### src/rtl/tipi_bus_ctrl.sv
`default_nettype none
// ============================================================================
// Module      : tipi_bus_ctrl
// Description : TI-99/4A bus controller for TIPI. Synchronizes the TI bus,
//               filters write strobes, latches TI->RPi data/control bytes,
//               sequences the active-low transmitter output enables and holds
//               the device CRU bits (DSR enable, RPi reset request).
// Revision    : 1.0 - initial release
// ============================================================================
module tipi_bus_ctrl #(
    parameter int          SYNC_STAGES = 2,
    parameter int          WE_FILTER   = 3,
    parameter logic [15:0] TD_ADDR     = 16'h5fff,
    parameter logic [15:0] TC_ADDR     = 16'h5ffd,
    parameter logic [15:0] RD_ADDR     = 16'h5ffb,
    parameter logic [15:0] RC_ADDR     = 16'h5ff9
) (
    input  logic        clk,
    input  logic        rst,
    input  logic [0:15] ti_a,
    input  logic [7:0]  ti_data,
    input  logic        ti_memen,
    input  logic        ti_we,
    input  logic        ti_dbin,
    input  logic        ti_cruclk,
    input  logic        ti_reset,
    input  logic [3:0]  cru_base,
    output logic [7:0]  rpi_d,
    output logic [7:0]  rpi_s,
    output logic        td_stb,
    output logic        tc_stb,
    output logic        tipi_data_out,
    output logic        tipi_control_out,
    output logic        tipi_dsr_out,
    output logic        dsr_en,
    output logic        rpi_reset_req
);

    // All bus inputs travel through one packed synchronizer so that address
    // and data stay cycle-aligned with the strobes that qualify them.
    localparam int          c_SW       = 33;
    localparam logic [c_SW-1:0] c_SYNC_RST = {16'h0000, 8'h00, 1'b1, 4'h0,
                                              1'b1, 1'b1, 1'b0, 1'b1};
    localparam int          c_CW       = $clog2(WE_FILTER + 1);
    localparam logic [c_CW-1:0] c_WE_LAST  = c_CW'(WE_FILTER - 1);
    localparam logic [15:0] c_DSR_LO   = 16'h4000;
    localparam logic [15:0] c_DSR_HI   = 16'h5ff7;

    localparam logic [2:0] c_ST_IDLE    = 3'd0;
    localparam logic [2:0] c_ST_ACCESS  = 3'd1;
    localparam logic [2:0] c_ST_WRITE   = 3'd2;
    localparam logic [2:0] c_ST_WAIT_WE = 3'd3;
    localparam logic [2:0] c_ST_READ    = 3'd4;

    logic [c_SW-1:0] w_raw;
    logic [c_SW-1:0] r_sync [SYNC_STAGES];
    logic [c_SW-1:0] w_s;

    logic [15:0] w_s_a;
    logic [7:0]  w_s_data;
    logic        w_s_cruclk;
    logic [3:0]  w_s_base;
    logic        w_s_memen;
    logic        w_s_we;
    logic        w_s_dbin;
    logic        w_s_reset;

    logic [2:0]      r_state;
    logic [c_CW-1:0] r_we_cnt;
    logic [7:0]      r_rpi_d;
    logic [7:0]      r_rpi_s;
    logic            r_td_stb;
    logic            r_tc_stb;
    logic [2:0]      r_oe_n;      // {data, control, dsr}, active low
    logic            r_dsr_en;
    logic            r_rpi_reset_req;
    logic            r_cruclk_prev;

    logic [2:0] w_rd_oe_n;
    logic       w_rd_hit;
    logic       w_cru_hit;

    // ti_a[0] is the MSB, so packing it first yields a plain numeric address.
    assign w_raw = {ti_a, ti_data, ti_cruclk, cru_base,
                    ti_memen, ti_we, ti_dbin, ti_reset};
    assign w_s   = r_sync[SYNC_STAGES-1];
    assign {w_s_a, w_s_data, w_s_cruclk, w_s_base,
            w_s_memen, w_s_we, w_s_dbin, w_s_reset} = w_s;

    // Input synchronizer chain, loaded with inactive bus levels on reset
    always_ff @(posedge clk) begin
        if (rst) begin
            for (int i = 0; i < SYNC_STAGES; i++) begin
                r_sync[i] <= c_SYNC_RST;
            end
        end else begin
            r_sync[0] <= w_raw;
            for (int i = 1; i < SYNC_STAGES; i++) begin
                r_sync[i] <= r_sync[i-1];
            end
        end
    end

    // Read target decode; targets are disjoint so at most one enable is low
    always_comb begin
        w_rd_oe_n = 3'b111;
        if (w_s_a == RD_ADDR) begin
            w_rd_oe_n = 3'b011;
        end else if (w_s_a == RC_ADDR) begin
            w_rd_oe_n = 3'b101;
        end else if (w_s_a >= c_DSR_LO && w_s_a <= c_DSR_HI) begin
            w_rd_oe_n = 3'b110;
        end
    end
    assign w_rd_hit = (w_rd_oe_n != 3'b111);

    // CRU hit: falling cruclk at 0x1n00 with bits 8..13 clear; bit 14 selects
    // the device bit and bit 15 carries the value.
    assign w_cru_hit = r_cruclk_prev && !w_s_cruclk &&
                       (w_s_a[15:12] == 4'h1) &&
                       (w_s_a[11:8] == w_s_base) &&
                       (w_s_a[7:2] == 6'd0);

    // Previous synchronized cruclk for edge detection
    always_ff @(posedge clk) begin
        if (rst) begin
            r_cruclk_prev <= 1'b1;
        end else begin
            r_cruclk_prev <= w_s_cruclk;
        end
    end

    // Memory-cycle FSM, register latching, output enables and CRU bits
    always_ff @(posedge clk) begin
        if (rst || !w_s_reset) begin
            r_state         <= c_ST_IDLE;
            r_we_cnt        <= '0;
            r_rpi_d         <= 8'h00;
            r_rpi_s         <= 8'h00;
            r_td_stb        <= 1'b0;
            r_tc_stb        <= 1'b0;
            r_oe_n          <= 3'b111;
            r_dsr_en        <= 1'b0;
            r_rpi_reset_req <= 1'b0;
        end else begin
            r_td_stb <= 1'b0;
            r_tc_stb <= 1'b0;
            case (r_state)
                c_ST_IDLE: begin
                    r_oe_n <= 3'b111;
                    if (!w_s_memen) begin
                        r_state <= c_ST_ACCESS;
                    end
                end
                c_ST_ACCESS: begin
                    if (w_s_memen) begin
                        r_state  <= c_ST_IDLE;
                        r_we_cnt <= '0;
                    end else if (!w_s_we) begin
                        if (r_we_cnt == c_WE_LAST) begin
                            r_we_cnt <= '0;
                            r_state  <= c_ST_WRITE;
                        end else begin
                            r_we_cnt <= r_we_cnt + c_CW'(1);
                        end
                    end else begin
                        r_we_cnt <= '0;
                        if (w_s_dbin && r_dsr_en && w_rd_hit) begin
                            r_oe_n  <= w_rd_oe_n;
                            r_state <= c_ST_READ;
                        end
                    end
                end
                c_ST_WRITE: begin
                    if (r_dsr_en && w_s_a == TD_ADDR) begin
                        r_rpi_d  <= w_s_data;
                        r_td_stb <= 1'b1;
                    end else if (r_dsr_en && w_s_a == TC_ADDR) begin
                        r_rpi_s  <= w_s_data;
                        r_tc_stb <= 1'b1;
                    end
                    r_state <= c_ST_WAIT_WE;
                end
                c_ST_WAIT_WE: begin
                    // Holding here until WE rises permits a second byte
                    // write while memen stays low.
                    if (w_s_we) begin
                        r_state <= w_s_memen ? c_ST_IDLE : c_ST_ACCESS;
                    end
                end
                c_ST_READ: begin
                    if (w_s_memen || !w_s_dbin || !r_dsr_en ||
                        (w_rd_oe_n != r_oe_n)) begin
                        r_oe_n  <= 3'b111;
                        r_state <= w_s_memen ? c_ST_IDLE : c_ST_ACCESS;
                    end
                end
                default: begin
                    r_oe_n  <= 3'b111;
                    r_state <= c_ST_IDLE;
                end
            endcase

            if (w_cru_hit) begin
                if (w_s_a[1]) begin
                    r_rpi_reset_req <= w_s_a[0];
                end else begin
                    r_dsr_en <= w_s_a[0];
                end
            end
        end
    end

    assign rpi_d            = r_rpi_d;
    assign rpi_s            = r_rpi_s;
    assign td_stb           = r_td_stb;
    assign tc_stb           = r_tc_stb;
    assign tipi_data_out    = r_oe_n[2];
    assign tipi_control_out = r_oe_n[1];
    assign tipi_dsr_out     = r_oe_n[0];
    assign dsr_en           = r_dsr_en;
    assign rpi_reset_req    = r_rpi_reset_req;

endmodule
`default_nettype wire

### config.mk
export PLATFORM = sky130hd
export DESIGN_NAME = tipi_bus_ctrl
export DESIGN_NICKNAME = d
export VERILOG_FILES = /design/src/rtl/tipi_bus_ctrl.sv
export SDC_FILE = /design/constraint.sdc
export NUM_CORES = 1
export LEC_CHECK = 0
export ABC_AREA = 1
export CAP_MARGIN = 20
export CORE_ASPECT_RATIO = 1.75
export CORE_MARGIN = 1.5
export CORE_UTILIZATION = 45
export CTS_CLUSTER_DIAMETER = 60
export DETAILED_ROUTE_END_ITERATION = 12
export PLACE_DENSITY = 0.72
export RECOVER_POWER = 50
export SLEW_MARGIN = 20
export SYNTH_ARGS = -nofsm -noshare
export SYNTH_HDL_FRONTEND = slang
export SYNTH_SLANG_ARGS = --single-unit
### constraint.sdc
create_clock -name clk -period 4.4 [get_ports clk]
set_input_delay 0.44 -clock clk [delete_from_list [all_inputs] [get_ports clk]]
set_output_delay 0.44 -clock clk [all_outputs]
set_load 0.005 [all_outputs]
== After elaboration in Yosys (flattened, before gate mapping) ==
Memory sizes are Yosys's and may differ from the RTL's.
Cells that the tools add are included.

* Add/sub/neg operators: 1
* Order comparisons: 2
* Equal/unequal tests: 21
* Multiplexer cells: 27
* Bitwise operators: 6
* Reduce and logical (&&, ||, !) cells: 28

{| class="wikitable"
|+ Operators by type and width
! cell !! number
|-
| $mux W33 || 2
|-
| $eq A16 B15 Y1 const B || 4
|-
| $mux W3 || 12
|-
| $ge A16 B15 Y1 const B || 1
|-
| $le A16 B15 Y1 const B || 1
|-
| $pmux W3 S5 || 1
|-
| $ne A2 B2 Y1 const B || 6
|-
| $reduce_and A5 Y1 || 2
|-
| $logic_and A1 B1 Y1 || 9
|-
| $pmux W3 S3 || 1
|-
| $mux W2 || 4
|-
| $ne A4 B4 Y1 const B || 2
|-
| $mux W1 || 7
|-
| $eq A3 B2 Y1 const B || 2
|-
| $logic_not A6 Y1 || 1
|-
| $reduce_and A2 Y1 || 3
|-
| $eq A4 B1 Y1 const B || 1
|-
| $eq A4 B4 Y1 || 1
|-
| $logic_not A1 Y1 || 4
|-
| $logic_or A1 B1 Y1 || 4
|-
| $not A1 Y1 || 4
|-
| $reduce_or A2 Y1 || 2
|-
| $eq A3 B1 Y1 const B || 1
|-
| $eq A3 B3 Y1 const B || 1
|-
| 8 further kinds || 9
|}

* Flip-flop bits (word level): 29
* Memory bits (writable): 66
* Input port bits: 35
* Output and inout port bits: 23
* Logic and storage cells: 96
* Memories kept: 1

{| class="wikitable"
|+ Memory list
! memory !! depth !! bits a word !! rd ports !! clocked after memory_dff !! write ports !! RTL line !! source
|-
| r_sync || 2 || 33 || 2 || 0 || 2 || 56 || <nowiki>logic [c_SW-1:0] r_sync [SYNC_STAGES];</nowiki>
|}

== Logic depth before layout (Yosys ltp) ==
Gate-level depths: netlist of run 1.
An unclocked memory read counts as a cell.

* Depth in word-level cells: 12
* Mapped depth: 15
* Depth with buffers taken out: 15

== Worst setup path before layout of run 1 ==
No wires, ideal clock.

* Path kind: register to register
* Start: mem r_sync[1][21] (netlist: r_sync[0][54])
* End: reg r_state[0]
* Library setup time: 0.113 ns
* Data arrival time: 1.326 ns
* Data required time: 4.287 ns
* Slack: 2.961 ns
* Stages on the path, launching flop included: 12
* Buffers on the path: 0
* Clock period less this slack: 1.439 ns
* Cells stage by stage: dfxtp_1 > nand2_1 > nor2_4 > nand2_2 > o21bai_1 > nand3_2 > nor2_4 > nand3_4 > nand3_2 > nand2_1 > nand2_1 > nor2_1

{| class="wikitable"
|+ RTL lines
! what !! RTL line !! source
|-
| start, declared || 56 ||
|-
| end signal, assigned || 136 || <nowiki>r_state <= c_ST_IDLE;</nowiki>
|-
| end signal, assigned || 152 || <nowiki>r_state <= c_ST_ACCESS;</nowiki>
|-
| end signal, assigned || 157 || <nowiki>r_state <= c_ST_IDLE;</nowiki>
|-
| end, declared || 68 || <nowiki>logic [2:0] r_state;</nowiki>
|}

== Worst setup path in the final report of run 1 ==
* Start: in rst
* End: reg r_rpi_d[5] (netlist: rpi_d[5])

* Cells in the longest elaborated chain, start to end: 1

{| class="wikitable"
|+ Ends and longest elaborated chain
! what !! RTL line !! source
|-
| start, declared || 19 || <nowiki>input logic rst,</nowiki>
|-
| $logic_or A1 B1 Y1 || 135 || <nowiki>if (rst || !w_s_reset) begin</nowiki>
|-
| end signal, assigned || 176 || <nowiki>r_rpi_d <= w_s_data;</nowiki>
|-
| end, declared || 70 || <nowiki>logic [7:0] r_rpi_d;</nowiki>
|}

No other way between the ends.
A chain may end at the register's enable or synchronous reset.

==> out/qor.txt, run 1 <==
CTS Buffer Depth: 2
Cell mode on critical path: inv_1
Distinct cells, synth: 29
Setup crit end kind: flop
Die Ht: 118 um
Sequential power share: 49.8%
Dpl cell area: 4030 um2
CTS Root Cell: clkbuf_16
Final Hold Slack: 0.399 ns
Hold path depth: 2
Syn_nets: 448
DRT antenna net count: 0
GRT Residual Overflow: 0
Cells after Synth: 413
Avg Inst Size Synth: 8.26 um2
Residual DRC: 0
Vias/cell: 4.55
Ratio of final minimum period to clock period: 49.5%
DR vias: 2549
Wire length per cell: 10.4 um
Largest net degree at the start of global routing: 68
Power share of the combinational group: 11.8%
Port Buffers: 57
Worst hold path type: reg -> reg
Peak VDD IR: 379 uV
Slew HR: 32.6%
Max incr delay on CP: 0.75 ns
DP Wirelength: 4.30 mm
Hold Startpoint: r_sync[0][7]
Slew @ Worst Pin: 1.01 ns
DRT Pass-1 Iters: 4
Leading post-synthesis cells by cell area: dfxtp_1 (56%), inv_1 (9.6%), nor2_1 (8.8%), nand2_1 (4.0%), a21oi_1 (2.3%)
Status: finished, final reports clean
First-pass GRT wire length: 9.83 mm
Chip Width: 68.8 um
Final core occ: 59.3%
PostCTS Resize Cnt: 0
Initial antenna violation count: 0
Initial Util: 46.8%
Critical path's top delay family: buffers and inverters
FF-to-FF path depth: 6
Postcts setup bufs: 0
Clk sinks: 95
Critical Path, Cell by Cell: buf_2 -> inv_1 -> nand2_1 -> inv_1 -> o21ai_0 -> a21oi_1
Reg2reg setup slack: 2.69 ns
Reg2reg end: dsr_en
Fmax: 459 MHz
H-Tree Depth: 3
Power per cell area: 431 nW/um2
Worst path bufs/invs: 3
Switching Share: 23.3%
Final hold vios: 0
Static Leak: 1.89 nW
Setup WS post-layout: 2.22 ns
Worst Hold Path EP: r_sync[0][40]
Setup CP Type: in -> reg
Number of global-route vias before repair: 2375
Min cycle time layout: 2.18 ns
TritonCTS buffer count: 9
Mapped Area: 3410 um2
Total Neg Setup Slack: 0 ns
Area growth syn-to-layout: 26.6%
Top-area cell type share of the netlist area: 55.8%
Net Sw Power: 0.434 mW
RePlAce Congestion: 0.795
Synth Register Bits: 95
Skew-Pair Late Insertion Delay: 0.33 ns
Clk_skew: 0.00566 ns
Die area: 8130 um2
Internal power: 1.43 mW
Reg clk slew, reported paths: 0.06 ns
Worst Path Max Fanout: 67
Cell taking the most area after synthesis: dfxtp_1
Max Slew Vio Count: 0
Std-Cell Rows: 41
Crit-path slowest cell: buf_2
Layout cells sized above 1: 11.2%
Core area: 7280 um2
RSZ-0062 raised after global routing: false
# hold bufs at CTS: 0
Layout Cell Area excl Fill: 4320 um2
Final Setup Violations: 0
Worst slack at placement: 1.85 ns
I/O Pins: 58
Post-synthesis sequential area ratio: 55.8%
# diodes: 0
Number of max-cap violations: 0
1st-iter DRT viols: 160
Yosys warns: 0
CTS tree: built
FF-to-FF Start: r_sync[0][53]
Nets@finish: 505
Worst Path Required: 4.61 ns
Clock power frac: 38.4%
Drt total wl: 5.81 mm
Total GRT Usage: 15.8%
Data arrival time of the worst path: 2.39 ns
Worst Setup Start Kind: primary input
-- worst register-to-register path, delay by kind of cell (launching register included) --
family | cells | cell delay, ns
and+or+nand+nor | 5 | 1.07
AOI/OAI and AO/OA | 1 | 0.18
DFF | 1 | 0.35
-- cell usage after synthesis, drive strengths merged --
cell type  number
a211oi          8
buf             3
nand4           8
dfxtp          95
nand2          41
nand3b          1
nand3          14
o22ai           1
nor2           88
inv            92
o21ai          12
a21oi          17
nor3            8
clkbuf          8
nor4            2
o21bai          2
xnor2           4
or2             9
-- layout make-up --
| cell class | instances | area [um2] |
|---|---|---|
| fillers | 647 | 2970 |
| flip-flops and latches | 95 | 1900 |
| multi-input cells | 215 | 1110 |
| repair buffers | 57 | 566 |
| inverters | 92 | 345 |
| clock buffers | 13 | 270 |
| well taps | 86 | 108 |
| clock inverters | 2 | 15.0 |
-- metrics by stage --
stage / instances / power [mW]
finish: 560 / 1.86
global placement: 545 / 1.16
global route: 560 / 1.94
CTS: 560 / 1.88
floorplan: 413 / 1.09
detailed placement: 545 / 1.17
-- logic make-up after synthesis --
family,Yosys count,synth area share (%)
and+or+nand+nor,171,23.9
buffers and inverters,103,11.6
DFF,95,55.8
AOI/OAI and AO/OA,40,7.70
xor gates and xnor gates,4,1.03
-- power by group through the flow --
stage / Clock [mW] / Sequential (mW) / Combinational (mW)
3_3_place_gp: 0 / 0.944 / 0.215
5_1_grt: 0.761 / 0.930 / 0.248
4_1_cts: 0.730 / 0.927 / 0.221
3_5_place_dp: 0 / 0.945 / 0.221
6_report: 0.714 / 0.927 / 0.220
2_1_floorplan: 0 / 0.939 / 0.148
-- sequential cells by signal (all words and copies together) (netlist names) --
register / cells
dsr_en: 1
td_stb: 1
r_cruclk_prev: 1
rpi_d: 8
r_oe_n: 3
rpi_reset_req: 1
r_we_cnt: 2
r_state: 3
tc_stb: 1
rpi_s: 8
r_sync: 66
-- metal layers --
layer	wire [um]	global-route usage [%]	up-vias
met2	3130	27.3	48
met3	178	3.24	12
met5	0	0	-
met1	2360	17.2	1134
met4	143	8.33	0
li1	-	-	1355
-- cell usage in the layout (no fill, tap or decap), types with 2 or more instances in the layout --
cell	n
or2_2	9
xnor2_1	4
nor2_4	3
nor2_2	5
nor2_1	80
dfxtp_1	95
inv_2	5
nand3_1	10
clkdlybuf4s50_1	56
a211oi_1	3
inv_1	87
a21oi_1	16
clkbuf_16	9
nand4_1	8
nand2_2	4
nor3_1	8
a211oi_2	5
clkinvlp_4	2
nand2_1	36
clkbuf_8	3
nand3_2	3
o21bai_1	2
o21ai_0	12
-- worst max path at each step --
stage                              from    endpoint  slack, ns  cells past startpoint
after CTS                           rst    rpi_d[5]       2.20                      6
after detailed placement            rst    rpi_d[5]       1.85                      6
after global placement              rst    rpi_s[3]       1.95                      6
final                               rst    rpi_d[5]       2.22                      6
after floorplan           r_sync[0][54]  r_state[0]       2.96                     11
after global routing                rst    rpi_d[4]       1.98                      6
Power figures use the tool's default switching activity.
==> inputs of run 2 (changes only) <==
--- a/config.mk
+++ b/config.mk
@@ -12,7 +12,7 @@
 export CORE_UTILIZATION = 45
 export CTS_CLUSTER_DIAMETER = 60
 export DETAILED_ROUTE_END_ITERATION = 12
-export PLACE_DENSITY = 0.72
+export PLACE_DENSITY = 0.75
 export RECOVER_POWER = 50
 export SLEW_MARGIN = 20
 export SYNTH_ARGS = -nofsm -noshare
==> constraint.sdc (replaced) <==
create_clock -name clk -period 1.9 [get_ports clk]
set_input_delay 0.19 -clock clk [delete_from_list [all_inputs] [get_ports clk]]
set_output_delay 0.19 -clock clk [all_outputs]
set_load 0.005 [all_outputs]
==> out/qor.txt, run 2 (synthesis gave the netlist of run 1 again) <==
Status: finished, final reports clean (unchanged)
Die Ht: 118 um (unchanged)
Crit-path slowest cell: dfxtp_1 (was buf_2)
RePlAce Congestion: 0.879 (was 0.795)
Worst path bufs/invs: 1 (was 3)
Commonest non-fill, non-tap cells in the layout: dfxtp_1 (95), inv_1 (87), nor2_1 (80) (unchanged)
1st-iter DRT viols: 158 (was 160)
Static Leak: 1.90 nW (was 1.89 nW)
Area growth syn-to-layout: 26.9% (was 26.6%)
Total Neg Setup Slack: 0 ns (unchanged)
Ratio of final minimum period to clock period: 87.2%
Slew @ Worst Pin: 1.13 ns (was 1.01 ns)
Clock power frac: 39.1% (was 38.4%)
Commonest non-fill, non-tap cell in the layout: dfxtp_1 (unchanged)
Total GRT Usage: 17.4% (was 15.8%)
Wire length per cell: 10.8 um (was 10.4 um)
Hold Startpoint: rst (was r_sync[0][7])
Net Sw Power: 1.03 mW (was 0.434 mW)
Max Slew Vio Count: 0 (unchanged)
Clk sinks: 95 (unchanged)
Die area: 8130 um2 (unchanged)
Max incr delay on CP: 0.33 ns (was 0.75 ns)
First-pass GRT wire length: 10.5 mm (was 9.83 mm)
Largest net degree at the start of global routing: 67 (was 68)
Clk_skew: 0.00549 ns (was 0.00566 ns)
Initial Util: 46.8% (unchanged)
CTS Root Cell: clkbuf_16 (unchanged)
Skew-Pair Late Insertion Delay: 0.34 ns (was 0.33 ns)
Number of global-route vias before repair: 2464 (was 2375)
DP Wirelength: 4.53 mm (was 4.30 mm)
Initial antenna violation count: 0 (unchanged)
CTS Buffer Depth: 2 (unchanged)
CTS tree: built (unchanged)
Worst Setup Start Kind: flop (was primary input)
Final Setup Violations: 0 (unchanged)
Switching Share: 23.5% (was 23.3%)
Core area: 7280 um2 (unchanged)
Layout Cell Area excl Fill: 4330 um2 (was 4320 um2)
# diodes: 0 (unchanged)
Worst Path Required: 2.10 ns (was 4.61 ns)
Power per cell area: 1010 nW/um2 (was 431 nW/um2)
Port Buffers: 57 (unchanged)
Sequential power share: 49.2% (was 49.8%)
TritonCTS buffer count: 9 (unchanged)
I/O Pins: 58 (unchanged)
DRT Pass-1 Iters: 4 (unchanged)
Reg clk slew, reported paths: 0.06 ns (about the same)
Power share of the combinational group: 11.8% (about the same)
Nets@finish: 507 (was 505)
Worst Setup SP: r_sync[0][52] (was rst)
Critical path's top delay family: simple AND/OR/NAND/NOR gates (was buffers and inverters)
Worst hold path type: in -> reg (was reg -> reg)
Final hold vios: 0 (unchanged)
Internal power: 3.34 mW (was 1.43 mW)
Chip Width: 68.8 um (unchanged)
Drt total wl: 6.08 mm (was 5.81 mm)
Postcts setup bufs: 0 (unchanged)
Slew HR: 24.8% (was 32.6%)
GRT Residual Overflow: 0 (unchanged)
H-Tree Depth: 3 (unchanged)
Residual DRC: 0 (unchanged)
Data arrival time of the worst path: 1.86 ns (was 2.39 ns)
FF-to-FF Start: r_sync[0][52] (was r_sync[0][53])
Vias/cell: 4.57 (was 4.55)
Largest register FFs: 66 (unchanged)
Min cycle time layout: 1.66 ns
Setup crit end kind: flop (unchanged)
RSZ-0062 raised after global routing: false (unchanged)
Number of max-cap violations: 0 (unchanged)
Worst Path Max Fanout: 4 (was 67)
Cell mode on critical path: nand2_1 (was inv_1)
Fmax: 604 MHz
Setup CP Type: reg -> reg (was in -> reg)
# hold bufs at CTS: 0 (unchanged)
DRT antenna net count: 0 (unchanged)
Layout cells sized above 1: 10.9% (was 11.2%)
DR vias: 2572 (was 2549)
Dpl cell area: 4050 um2 (was 4030 um2)
Critical Path, Cell by Cell: inv_1 -> nand2_1 -> nor2_2 -> nand2_2 -> nor2_4 -> nor2_2 -> nand3_2 -> nand2_1 -> nand2_1 -> a21oi_4 -> nand2_1 -> nand2_1 -> nand3_1 (was buf_2 -> inv_1 -> nand2_1 -> inv_1 -> o21ai_0 -> a21oi_1)
Peak VDD IR: 650 uV (was 379 uV)
Std-Cell Rows: 41 (unchanged)
PostCTS Resize Cnt: 0 (unchanged)
Top reg by flops: r_sync (unchanged)
-- run 2: per-layer routing --
metal | GRT usage (%) | up-vias | part of all wire (%)
li1 | - | 1358 | -
met1 | 17.7 | 1147 | 38
met2 | 30.5 | 48 | 56
met3 | 4.09 | 19 | 2.9
met4 | 10.0 | 0 | 3.8
met5 | 0 | - | 0
-- run 2: layout make-up --
class | count | area [um2]
Clock buffer | 13 | 240
Clock inverter | 3 | 43.8
Fill cell | 673 | 2960
Inverter | 92 | 345
Multi-Input combinational cell | 215 | 1110
Sequential cell | 95 | 1900
Tap cell | 86 | 108
Timing Repair Buffer | 59 | 577
-- run 2: worst paths after layout --
path              depth (start not counted)       endpoint  slack, ns
setup / recovery                         13      r_oe_n[0]       0.24
hold / removal                            3  r_cruclk_prev       0.12
hold reg to reg                           2  r_sync[0][44]       0.40
setup reg to reg                         13      r_oe_n[0]       0.24
-- run 2: per-stage QoR --
stage	hold WS, ns	std cells	setup slack [ns]	total power, mW	util [%]
2_1_floorplan	0.287	413	0.461	2.52	-
3_3_place_gp	0.389	547	0.322	2.69	55.6
3_5_place_dp	0.394	547	0.260	2.71	55.6
4_1_cts	0.0889	563	0.251	4.41	59.5
5_1_grt	0.150	563	0.0234	4.58	59.4
6_report	0.120	563	0.243	4.37	59.4
-- run 2: power by group through the flow --
| stage | Sequential [mW] | Clock (mW) | Combinational [mW] |
|---|---|---|---|
| after floorplan | 2.17 | 0 | 0.344 |
| after global placement | 2.19 | 0 | 0.499 |
| after detailed placement | 2.19 | 0 | 0.520 |
| after CTS | 2.15 | 1.75 | 0.520 |
| after global routing | 2.16 | 1.83 | 0.589 |
| final | 2.15 | 1.71 | 0.514 |
-- run 2: worst reg2reg max path, stage by stage (launching register included) --
cell and delay [ns]:
dfxtp_1 0.33, inv_1 0.07, nand2_1 0.09, nor2_2 0.04
nand2_2 0.08, nor2_4 0.06, nor2_2 0.16, nand3_2 0.12
nand2_1 0.08, nand2_1 0.08, a21oi_4 0.17, nand2_1 0.11
nand2_1 0.07, nand3_1 0.07
